**src/rtl/cla_pkg.sv**
```systemverilog
// rtl/cla_pkg.sv - shared types and defaults for the pipelined CLA adder/subtractor
package cla_pkg;

  typedef enum logic [1:0] {
    OP_ADD  = 2'd0,
    OP_SUB  = 2'd1,
    OP_ADDC = 2'd2,
    OP_SUBB = 2'd3
  } op_e;

  localparam int CLA_GROUP = 4;

endpackage

```
**src/rtl/cla_group.sv**
```systemverilog
// rtl/cla_group.sv - GROUP-bit lookahead slice: sum, group propagate/generate, carry into MSB
module cla_group #(
  parameter int GROUP = 4
) (
  input  logic [GROUP-1:0] a,
  input  logic [GROUP-1:0] b,
  input  logic             cin,
  output logic [GROUP-1:0] sum,
  output logic             pg,
  output logic             gg,
  output logic             c_msb
);

  logic [GROUP-1:0] p;
  logic [GROUP-1:0] g;
  logic [GROUP-1:0] c;

  assign p = a ^ b;
  assign g = a & b;

  // c[i] is the carry into bit i; the loop unrolls to per-bit lookahead terms
  always_comb begin
    c[0] = cin;
    for (int i = 1; i < GROUP; i++) begin
      c[i] = g[i-1] | (p[i-1] & c[i-1]);
    end
  end

  always_comb begin
    gg = 1'b0;
    for (int i = 0; i < GROUP; i++) begin
      gg = g[i] | (p[i] & gg);
    end
  end

  assign pg    = &p;
  assign sum   = p ^ c;
  assign c_msb = c[GROUP-1];

endmodule

```
**src/rtl/cla_addsub_pipe.sv**
```systemverilog
// rtl/cla_addsub_pipe.sv - 2-stage pipelined two-level CLA add/sub with saturation and flags
module cla_addsub_pipe
  import cla_pkg::*;
#(
  parameter int WIDTH = 16,
  parameter int GROUP = CLA_GROUP
) (
  input  logic             clk,
  input  logic             rst_n,
  input  logic             in_valid,
  output logic             in_ready,
  input  logic [WIDTH-1:0] in_a,
  input  logic [WIDTH-1:0] in_b,
  input  logic [1:0]       in_op,
  input  logic             in_cin,
  input  logic             in_sat,
  output logic             out_valid,
  input  logic             out_ready,
  output logic [WIDTH-1:0] out_sum,
  output logic             out_cout,
  output logic             out_ovfl,
  output logic             out_zero,
  output logic             out_neg
);

  localparam int NG = WIDTH / GROUP;

  if ((WIDTH % GROUP) != 0 || WIDTH < 2 * GROUP) begin : g_param_check
    $error("cla_addsub_pipe: WIDTH must be a multiple of GROUP and at least 2*GROUP");
  end

  op_e              op;
  logic [WIDTH-1:0] b_eff;
  logic             c0_in;
  logic [NG-1:0]    pg_in, gg_in;
  logic [WIDTH-1:0] s1_sum_unused;
  logic [NG-1:0]    s1_cmsb_unused;

  logic             s1_valid, s1_c0, s1_sat;
  logic [WIDTH-1:0] s1_a, s1_b;
  logic [NG-1:0]    s1_pg, s1_gg;
  logic             s1_adv, s2_adv;

  assign op    = op_e'(in_op);
  assign b_eff = (op == OP_SUB || op == OP_SUBB) ? ~in_b : in_b;

  always_comb begin
    case (op)
      OP_ADD:  c0_in = 1'b0;
      OP_SUB:  c0_in = 1'b1;
      OP_ADDC: c0_in = in_cin;
      default: c0_in = ~in_cin;
    endcase
  end

  for (genvar k = 0; k < NG; k++) begin : g_s1
    cla_group #(.GROUP(GROUP)) u_pg (
      .a     (in_a[k*GROUP +: GROUP]),
      .b     (b_eff[k*GROUP +: GROUP]),
      .cin   (1'b0),
      .sum   (s1_sum_unused[k*GROUP +: GROUP]),
      .pg    (pg_in[k]),
      .gg    (gg_in[k]),
      .c_msb (s1_cmsb_unused[k])
    );
  end

  assign s2_adv   = !out_valid | out_ready;
  assign s1_adv   = !s1_valid | s2_adv;
  assign in_ready = s1_adv;

  always_ff @(posedge clk or negedge rst_n) begin
    if (!rst_n) begin
      s1_valid <= 1'b0;
      s1_a     <= '0;
      s1_b     <= '0;
      s1_c0    <= 1'b0;
      s1_sat   <= 1'b0;
      s1_pg    <= '0;
      s1_gg    <= '0;
    end else if (s1_adv) begin
      s1_valid <= in_valid;
      if (in_valid) begin
        s1_a   <= in_a;
        s1_b   <= b_eff;
        s1_c0  <= c0_in;
        s1_sat <= in_sat;
        s1_pg  <= pg_in;
        s1_gg  <= gg_in;
      end
    end
  end

  logic [NG:0]      gc;
  logic [WIDTH-1:0] raw_sum, sat_val, fin_sum;
  logic [NG-1:0]    grp_cmsb;
  logic [NG-1:0]    s2_pg_unused, s2_gg_unused;
  logic             unused_cmsb;
  logic             cout, ovfl;

  // Second lookahead level: every group carry depends only on registered P/G and c0
  always_comb begin
    gc[0] = s1_c0;
    for (int k = 0; k < NG; k++) begin
      gc[k+1] = s1_gg[k] | (s1_pg[k] & gc[k]);
    end
  end

  for (genvar k = 0; k < NG; k++) begin : g_s2
    cla_group #(.GROUP(GROUP)) u_sum (
      .a     (s1_a[k*GROUP +: GROUP]),
      .b     (s1_b[k*GROUP +: GROUP]),
      .cin   (gc[k]),
      .sum   (raw_sum[k*GROUP +: GROUP]),
      .pg    (s2_pg_unused[k]),
      .gg    (s2_gg_unused[k]),
      .c_msb (grp_cmsb[k])
    );
  end

  assign unused_cmsb = ^grp_cmsb[NG-2:0];
  assign cout        = gc[NG];
  assign ovfl        = grp_cmsb[NG-1] ^ cout;
  assign sat_val     = s1_a[WIDTH-1] ? {1'b1, {(WIDTH-1){1'b0}}} : {1'b0, {(WIDTH-1){1'b1}}};
  assign fin_sum     = (s1_sat && ovfl) ? sat_val : raw_sum;

  always_ff @(posedge clk or negedge rst_n) begin
    if (!rst_n) begin
      out_valid <= 1'b0;
      out_sum   <= '0;
      out_cout  <= 1'b0;
      out_ovfl  <= 1'b0;
      out_zero  <= 1'b0;
      out_neg   <= 1'b0;
    end else if (s2_adv) begin
      out_valid <= s1_valid;
      if (s1_valid) begin
        out_sum  <= fin_sum;
        out_cout <= cout;
        out_ovfl <= ovfl;
        out_zero <= (fin_sum == '0);
        out_neg  <= fin_sum[WIDTH-1];
      end
    end
  end

endmodule

```
**config.mk**
```make
export PLATFORM = sky130hd
export DESIGN_NAME = cla_addsub_pipe
export DESIGN_NICKNAME = d
export VERILOG_FILES = /design/src/rtl/cla_pkg.sv /design/src/rtl/cla_group.sv /design/src/rtl/cla_addsub_pipe.sv
export SDC_FILE = /design/constraint.sdc
export NUM_CORES = 1
export LEC_CHECK = 0
export CORE_UTILIZATION = 30
export CTS_CLUSTER_SIZE = 14
export DETAILED_ROUTE_END_ITERATION = 7
export GPL_ROUTABILITY_DRIVEN = 0
export HOLD_SLACK_MARGIN = 0.02
export PLACE_DENSITY = 0.52
export RECOVER_POWER = 25
export SKIP_CTS_REPAIR_TIMING = 1
export SLEW_MARGIN = 10
export SYNTH_ARGS = -nofsm -noshare
export SYNTH_HDL_FRONTEND = slang
export SYNTH_SLANG_ARGS = --single-unit
export TNS_END_PERCENT = 20
```
**constraint.sdc**
```tcl
create_clock -name clk -period 3.97 [get_ports clk]
set_input_delay 0.794 -clock clk [delete_from_list [all_inputs] [get_ports clk]]
set_output_delay 0.794 -clock clk [all_outputs]
set_load 0.02 [all_outputs]
```
==> results.json <==
{
  "cp.required_ns": 4.18,
  "wl_per_cell_um": 14.3,
  "area_growth_pct": 30.2,
  "yosysWarnings": 0,
  "synth_edf_count": 0,
  "first_iter_violations": 52,
  "grt_overflow": 0,
  "synth.most_common_cell": "dfrtp_1",
  "synth_top_area_share_pct": 46.0,
  "die_area_um2": 11900,
  "hold_viol_final": 0,
  "fin_skew_ns": 0.00561,
  "clk_path_buf_depth": 2,
  "cts_tree": "yes",
  "rows": 38,
  "crit_path_start_kind": "register",
  "grt_max_degree": 45,
  "violations": "capacitance limit, slew limit",
  "fin_crit_sh_pct": 88.0,
  "synth_flop_cell": "dfrtp_1",
  "synth.distinct_cells": 38,
  "drv_slew": 39,
  "fin_nets": 419,
  "min_period_ns": 3.49,
  "avgSynthCellArea_um2": 11.9,
  "ys_seq_elements": 63,
  "dpl.hpwl_um": 5520,
  "antenna_found_initial": 0,
  "clkLatencyLatePin_ns": 0.33,
  "max_cap_violations": 1,
  "vdd_drop_max_mv": 0.282,
  "portBuffers": 61,
  "hold_slack_ns": 0.484,
  "tns_ns": 0,
  "setup_viol": 0,
  "rsz0062_at_grt": "no",
  "path_clk_slew_ns": 0.05,
  "fmax_ghz": 0.286,
  "arrival_ns": 3.70,
  "first_pass_iters": 4,
  "synth_top_area_cell": "dfrtp_1",
  "async_flop_share_pct": 100,
  "via_per_inst": 4.60,
  "status": "complete, but fails checks",
  "coreArea_um2": 11000,
  "ios": 62,
  "vias": 2275,
  "p_leak_uw": 0.00196,
  "final_antenna_net_count": 0,
  "synth_nets": 356,
  "synth_area_leaders": "dfrtp_1 46%, mux2_2 11%, fa_1 7.0%, ha_1 5.8%, xor2_1 4.6%",
  "htree_levels": 3,
  "fp.dieW_um": 109,
  "final_layout_size_suffix_gt1_share_pct": 19.7,
  "grt_pass1_wl_um": 12100,
  "yosysSeqAreaShare_pct": 46.0,
  "grt_pass1_vias": 2449,
  "criticalPathCategory": "register to register",
  "power_density_nw_per_um2": 584,
  "hp-class": "register to register",
  "pre_cts_ws_ns": 0.205,
  "initial_core_util_pct": 31.2,
  "clock-sinks": 63,
  "synth_common_cells": "63 x dfrtp_1, 33 x nand2_1, 32 x mux2_2",
  "cts_made_buffers": 9,
  "grtUsageTotal_pct": 13.7,
  "die_h_um": 109,
  "fin_ws_ns": 0.476,
  "worst_pin_slew_ns": 2.05,
  "synthCells": 288,
  "n_antenna_cell": 0,
  "cp-end-kind": "register",
  "max-slew-margin-rel_pct": -36.5,
  "syn-cell-area_um2": 3430,
  "p_total_uw": 2600,
  "totalWireLength_um": 7100,
  "root_buffer": "clkbuf_16",
  "path_max_fanout": 6,
  "drcViolationCount": 0
}
[state kept, by name (all words and copies together) (netlist names)]
name and count:
s1_b 16, s1_sat 1, s1_c0 1, out_ovfl 1, out_sum 16, s1_a 16, out_cout 1, out_zero 1
s1_gg 4, s1_pg 4, out_valid 1, s1_valid 1
[layout make-up]
| type | instances | area (um^2) |
|---|---|---|
| Fill cell | 1097 | 6520 |
| Multi-Input combinational cell | 207 | 1770 |
| Sequential cell | 63 | 1580 |
| Timing Repair Buffer | 67 | 649 |
| Clock buffer | 12 | 267 |
| Tap cell | 140 | 175 |
| Clock inverter | 3 | 17.5 |
| Inverter | 3 | 11.3 |
[stage by stage]
step | util (%) | cell area [um^2] | std cells
2_1_floorplan | - | 3430 | 288
3_3_place_gp | 38.0 | 4170 | 480
3_5_place_dp | 38.0 | 4170 | 480
4_1_cts | 40.6 | 4460 | 495
5_1_grt | 40.6 | 4460 | 495
6_report | 40.6 | 4460 | 495
[power by group]
part	internal (uW)	switching [uW]
registers	802	111
logic	474	481
clock network	467	268
[per-layer routing]
metal | global-route usage, % | vias up | wire length, um | share of wire [%]
met3 | 3.95 | 10 | 302 | 4.3
li1 | - | 1134 | - | -
met1 | 18.1 | 1087 | 3430 | 48
met2 | 21.3 | 44 | 3260 | 46
met4 | 4.92 | 0 | 99 | 1.4
met5 | 0 | - | 0 | 0
[cells in the final DEF, fill, tap and decap left out, drive strengths merged, types with 2 or more instances in the layout]
cell	netlist	routed
a211oi	2	2
a21o	9	9
a21oi	8	8
buf	9	6
clkbuf	6	13
clkdlybuf4s50	0	60
clkinv	0	2
dfrtp	63	63
fa	12	12
ha	16	16
inv	3	3
mux2	32	32
nand2	33	33
nand2b	4	4
nand3	28	28
nand4	5	5
nor2	2	2
nor4	3	3
o21ai	14	14
o22ai	2	2
xnor2	9	9
xor2	18	18
[worst max-delay path, stage by stage (launching register included)]
cell,delay [ns]
dfrtp_1,0.43
a211oi_2,0.40
o21bai_1,0.18
fa_1,0.41
fa_1,0.39
fa_1,0.52
and4bb_1,0.26
o21a_2,0.14
a2111oi_1,0.41
xnor2_1,0.17
o21ai_1,0.07
[cells by family (layout without fill, tap and decap cells)]
group / count (synthesis) / count (layout) / share of synthesized area, %
muxes: 32 / 32 / 10.5
AOI/OAI and AO/OA: 39 / 39 / 7.63
and+or+nand+nor: 81 / 81 / 13.4
xor gates and xnor gates: 27 / 27 / 6.90
DFF: 63 / 63 / 46.0
adders and majority gates: 28 / 28 / 12.9
buffers and inverters: 18 / 85 / 2.67
[worst paths after layout]
check / start / slack [ns] / cells after the start / end
max: s1_c0$_DFFE_PN0P_ / 0.48 / 10 / out_sum[15]$_DFFE_PN0P_
min: out_sum[12]$_DFFE_PN0P_ / 0.48 / 2 / out_sum[12]$_DFFE_PN0P_
max reg2reg: s1_c0$_DFFE_PN0P_ / 0.48 / 10 / out_sum[15]$_DFFE_PN0P_
min reg2reg: out_sum[12]$_DFFE_PN0P_ / 0.48 / 2 / out_sum[12]$_DFFE_PN0P_
max in group asynchronous: rst_n / 1.65 / 2 / s1_a[0]$_DFFE_PN0P_
min in group asynchronous: rst_n / 1.05 / 1 / s1_valid$_DFFE_PN0N_
Note: power is estimated with default switching activity, not from simulation.
==> variant: new RTL, same flow settings <==
Put one more register stage on the output `out_ovfl`, cleared by the reset. The value now appears one clock later. The other outputs are not delayed to match.
--- a/src/rtl/cla_addsub_pipe.sv
+++ b/src/rtl/cla_addsub_pipe.sv
@@ -24,6 +24,8 @@
 );
 
   localparam int NG = WIDTH / GROUP;
+
+  logic out_ovfl_s0;
 
   if ((WIDTH % GROUP) != 0 || WIDTH < 2 * GROUP) begin : g_param_check
     $error("cla_addsub_pipe: WIDTH must be a multiple of GROUP and at least 2*GROUP");
@@ -129,7 +131,7 @@
       out_valid <= 1'b0;
       out_sum   <= '0;
       out_cout  <= 1'b0;
-      out_ovfl  <= 1'b0;
+      out_ovfl_s0 <= 1'b0;
       out_zero  <= 1'b0;
       out_neg   <= 1'b0;
     end else if (s2_adv) begin
@@ -137,12 +139,20 @@
       if (s1_valid) begin
         out_sum  <= fin_sum;
         out_cout <= cout;
-        out_ovfl <= ovfl;
+        out_ovfl_s0 <= ovfl;
         out_zero <= (fin_sum == '0);
         out_neg  <= fin_sum[WIDTH-1];
       end
     end
   end
 
+  always_ff @(posedge clk or negedge rst_n) begin
+    if (!rst_n) begin
+      out_ovfl <= '0;
+    end else begin
+      out_ovfl <= out_ovfl_s0;
+    end
+  end
+
 endmodule
 
Function: changed (Yosys sat finds a counterexample within 4 cycles, from zero or initial values and one cycle with rst_n low).
==> variant against the unedited design <==
The flow still finishes with violations (capacitance limit, slew limit). Worst hold slack lost 110 ps. Largest cell class unchanged. Sequential cell count up 1. First-iteration DRC count up 31%. Routed wire length shrank 1.2%. Clock power fell by 2%. Final area increased by 0.50%. Total power is 0.25% higher. Die area rose by 0.72%. Worst setup slack got worse by 39 ps. Count of clock-buffer cells in the layout increased by 2. Critical path type unchanged. Synthesized area up 0.73%.
==> variant: results (changes against the unedited design) <==
global_routing:
  met2_usage_pct: 20.3  # was 21.3%
  grt_max_degree: 48  # was 45
  grt_use_total_pct: 13.2  # was 13.7%
  met1_usage_pct: 18.1  # about the same
  antenna_found_initial: 0  # unchanged
  grt_use_met3_pct: 2.93  # was 3.95%
  grt_pass1_wl_um: 11800  # was 12100 µm
  first_global_vias: 2371  # was 2449
synthesis:
  synthArstFlopShare_pct: 100  # unchanged
  syn_nets: 357  # was 356
  ys_seq_area_share_pct: 46.4  # was 46.0%
  synth-compound-area-share_pct: 7.58  # was 7.63%
  synthTopCellsByCount: "dfrtp_1, nand2_1, mux2_2"  # unchanged
  ys_warn_count: 0  # unchanged
  synth_fa_ha_area_share_pct: 12.8  # was 12.9%
  synthXorXnorAreaFrac_pct: 6.85  # was 6.90%
  muxShareOfSynthArea_pct: 10.4  # was 10.5%
  yosys-top-cells-area: "dfrtp_1, mux2_2, fa_1"  # unchanged
  yosysMostFrequentCell: "dfrtp_1"  # unchanged
sta:
  maxSlewViolCount: 48  # was 39
  holdWs_ps: 377  # was 484 ps
  worst_pin_slew_ps: 2520  # was 2050 ps
  clock_skew_ps: 5.10  # was 5.61 ps
place:
  dpl.hpwl_um: 5650  # was 5520 µm
  portBuffers: 61  # unchanged
clock_network:
  clk_latency_ps: 320
  cts.clk_slew.worst_paths_ps: 50  # about the same
  htreeDepth: 3  # unchanged
  cts_made_buffers: 9  # unchanged
  cts_root_buffer: "clkbuf_16"  # unchanged
  ctsLongestPathBuffers: 2  # unchanged
status:
  violations: "capacitance limit, slew limit"  # unchanged
  status: "finished, violations left"  # unchanged
cells_and_area:
  clock_buffer_count: 14  # was 12
  fin_nets: 421  # was 419
  bufAreaShareNonClock_pct: 14.6  # about the same
  clock_area_share_pct: 6.11  # was 6.37%
  seq_cells: 64  # was 63
  fillers: 1072  # was 1097
  multi_input_area_um2: 1770  # unchanged
  drive_above_1_share_pct: 19.1  # was 19.7%
  seqAreaFraction_pct: 35.7  # was 35.3%
  antenna_cells: 0  # unchanged
  largestRegisters: "out_sum x16, s1_a x16, s1_b x16"  # unchanged
  buffers_excl_clock: 68  # was 67
setup_path:
  max_stage_delay_ps: 530
  worstPathArrival_ps: 3730  # was 3700 ps
  cpMaxStageDelayCell: "fa_1"  # unchanged
  reg2reg_slack_ps: 440  # was 480 ps
  cp_max_fo: 6  # unchanged
routing:
  first_iter_violations: 68  # was 52
  drc: 0  # unchanged
  wl_um: 7010  # was 7100 µm
  firstDrtPassIters: 5  # was 4
  avgViaCountPerCell: 4.63  # was 4.60
power:
  p_leak_nw: 1.97  # was 1.96 nW
  power.switching_uw: 850  # was 861 µW
  ir_worst_vdd_mv: 0.299  # was 0.282 mV
flow_run:
  cap_violations: 1  # unchanged
hold_path:
  hold_class: "reg -> reg"  # unchanged
[variant: changes by cell type in the layout (fill, tap and decap cells not counted)]
cell and change:
dfrtp_1 +1, dlygate4sd3_1 +1, buf_4 +1, clkbuf_1 +2
clkdlybuf4s50_1 -1, clkinv_2 -2, clkinvlp_4 -1
[variant: final timing paths]
kind	start	to	cells past startpoint
worst max-delay path	s1_c0	out_sum[15]	10
worst min-delay path	out_ovfl_s0	out_ovfl	0
worst max register to register	s1_c0	out_sum[15]	10
worst min register to register	out_ovfl_s0	out_ovfl	0
max in group asynchronous	rst_n	s1_b[11]	1
min in group asynchronous	rst_n	s1_a[5]	1
[variant: layer usage]
metal	up-vias	wire (µm)	part of all wire, %
li1	1141	-	-
met1	1099	3430	49
met2	47	3230	46
met3	9	249	3.6
met4	0	103	1.5
met5	-	0	0
[variant: worst max-delay path, delay by kind of cell (launching register included)]
| kind | cells | cell delay [ps] |
|---|---|---|
| compound gates | 5 | 1210 |
| fa+ha+maj | 3 | 1320 |
| xor+xnor | 1 | 170 |
| simple gates | 1 | 270 |
| flops | 1 | 430 |
[variant: power groups by stage]
stage / combinational [mW] / sequential [mW] / clock, mW
floorplan: 0.495 / 1.03 / 0
global placement: 0.963 / 0.944 / 0
detailed placement: 0.970 / 0.947 / 0
CTS: 0.974 / 0.936 / 0.732
global route: 1.06 / 0.957 / 0.766
finish: 0.961 / 0.931 / 0.718
[variant: per-stage QoR]
step                area [µm²]  utilization (%)  worst slack (ps)  cells  total power, mW
floorplan                 3450                -               565    289             1.52
global placement          4210             38.1               311    482             1.91
detailed placement        4210             38.1               247    482             1.92
CTS                       4480             40.6               227    496             2.64
global route              4480             40.7               239    496             2.78
finish                    4480             40.7               437    496             2.61
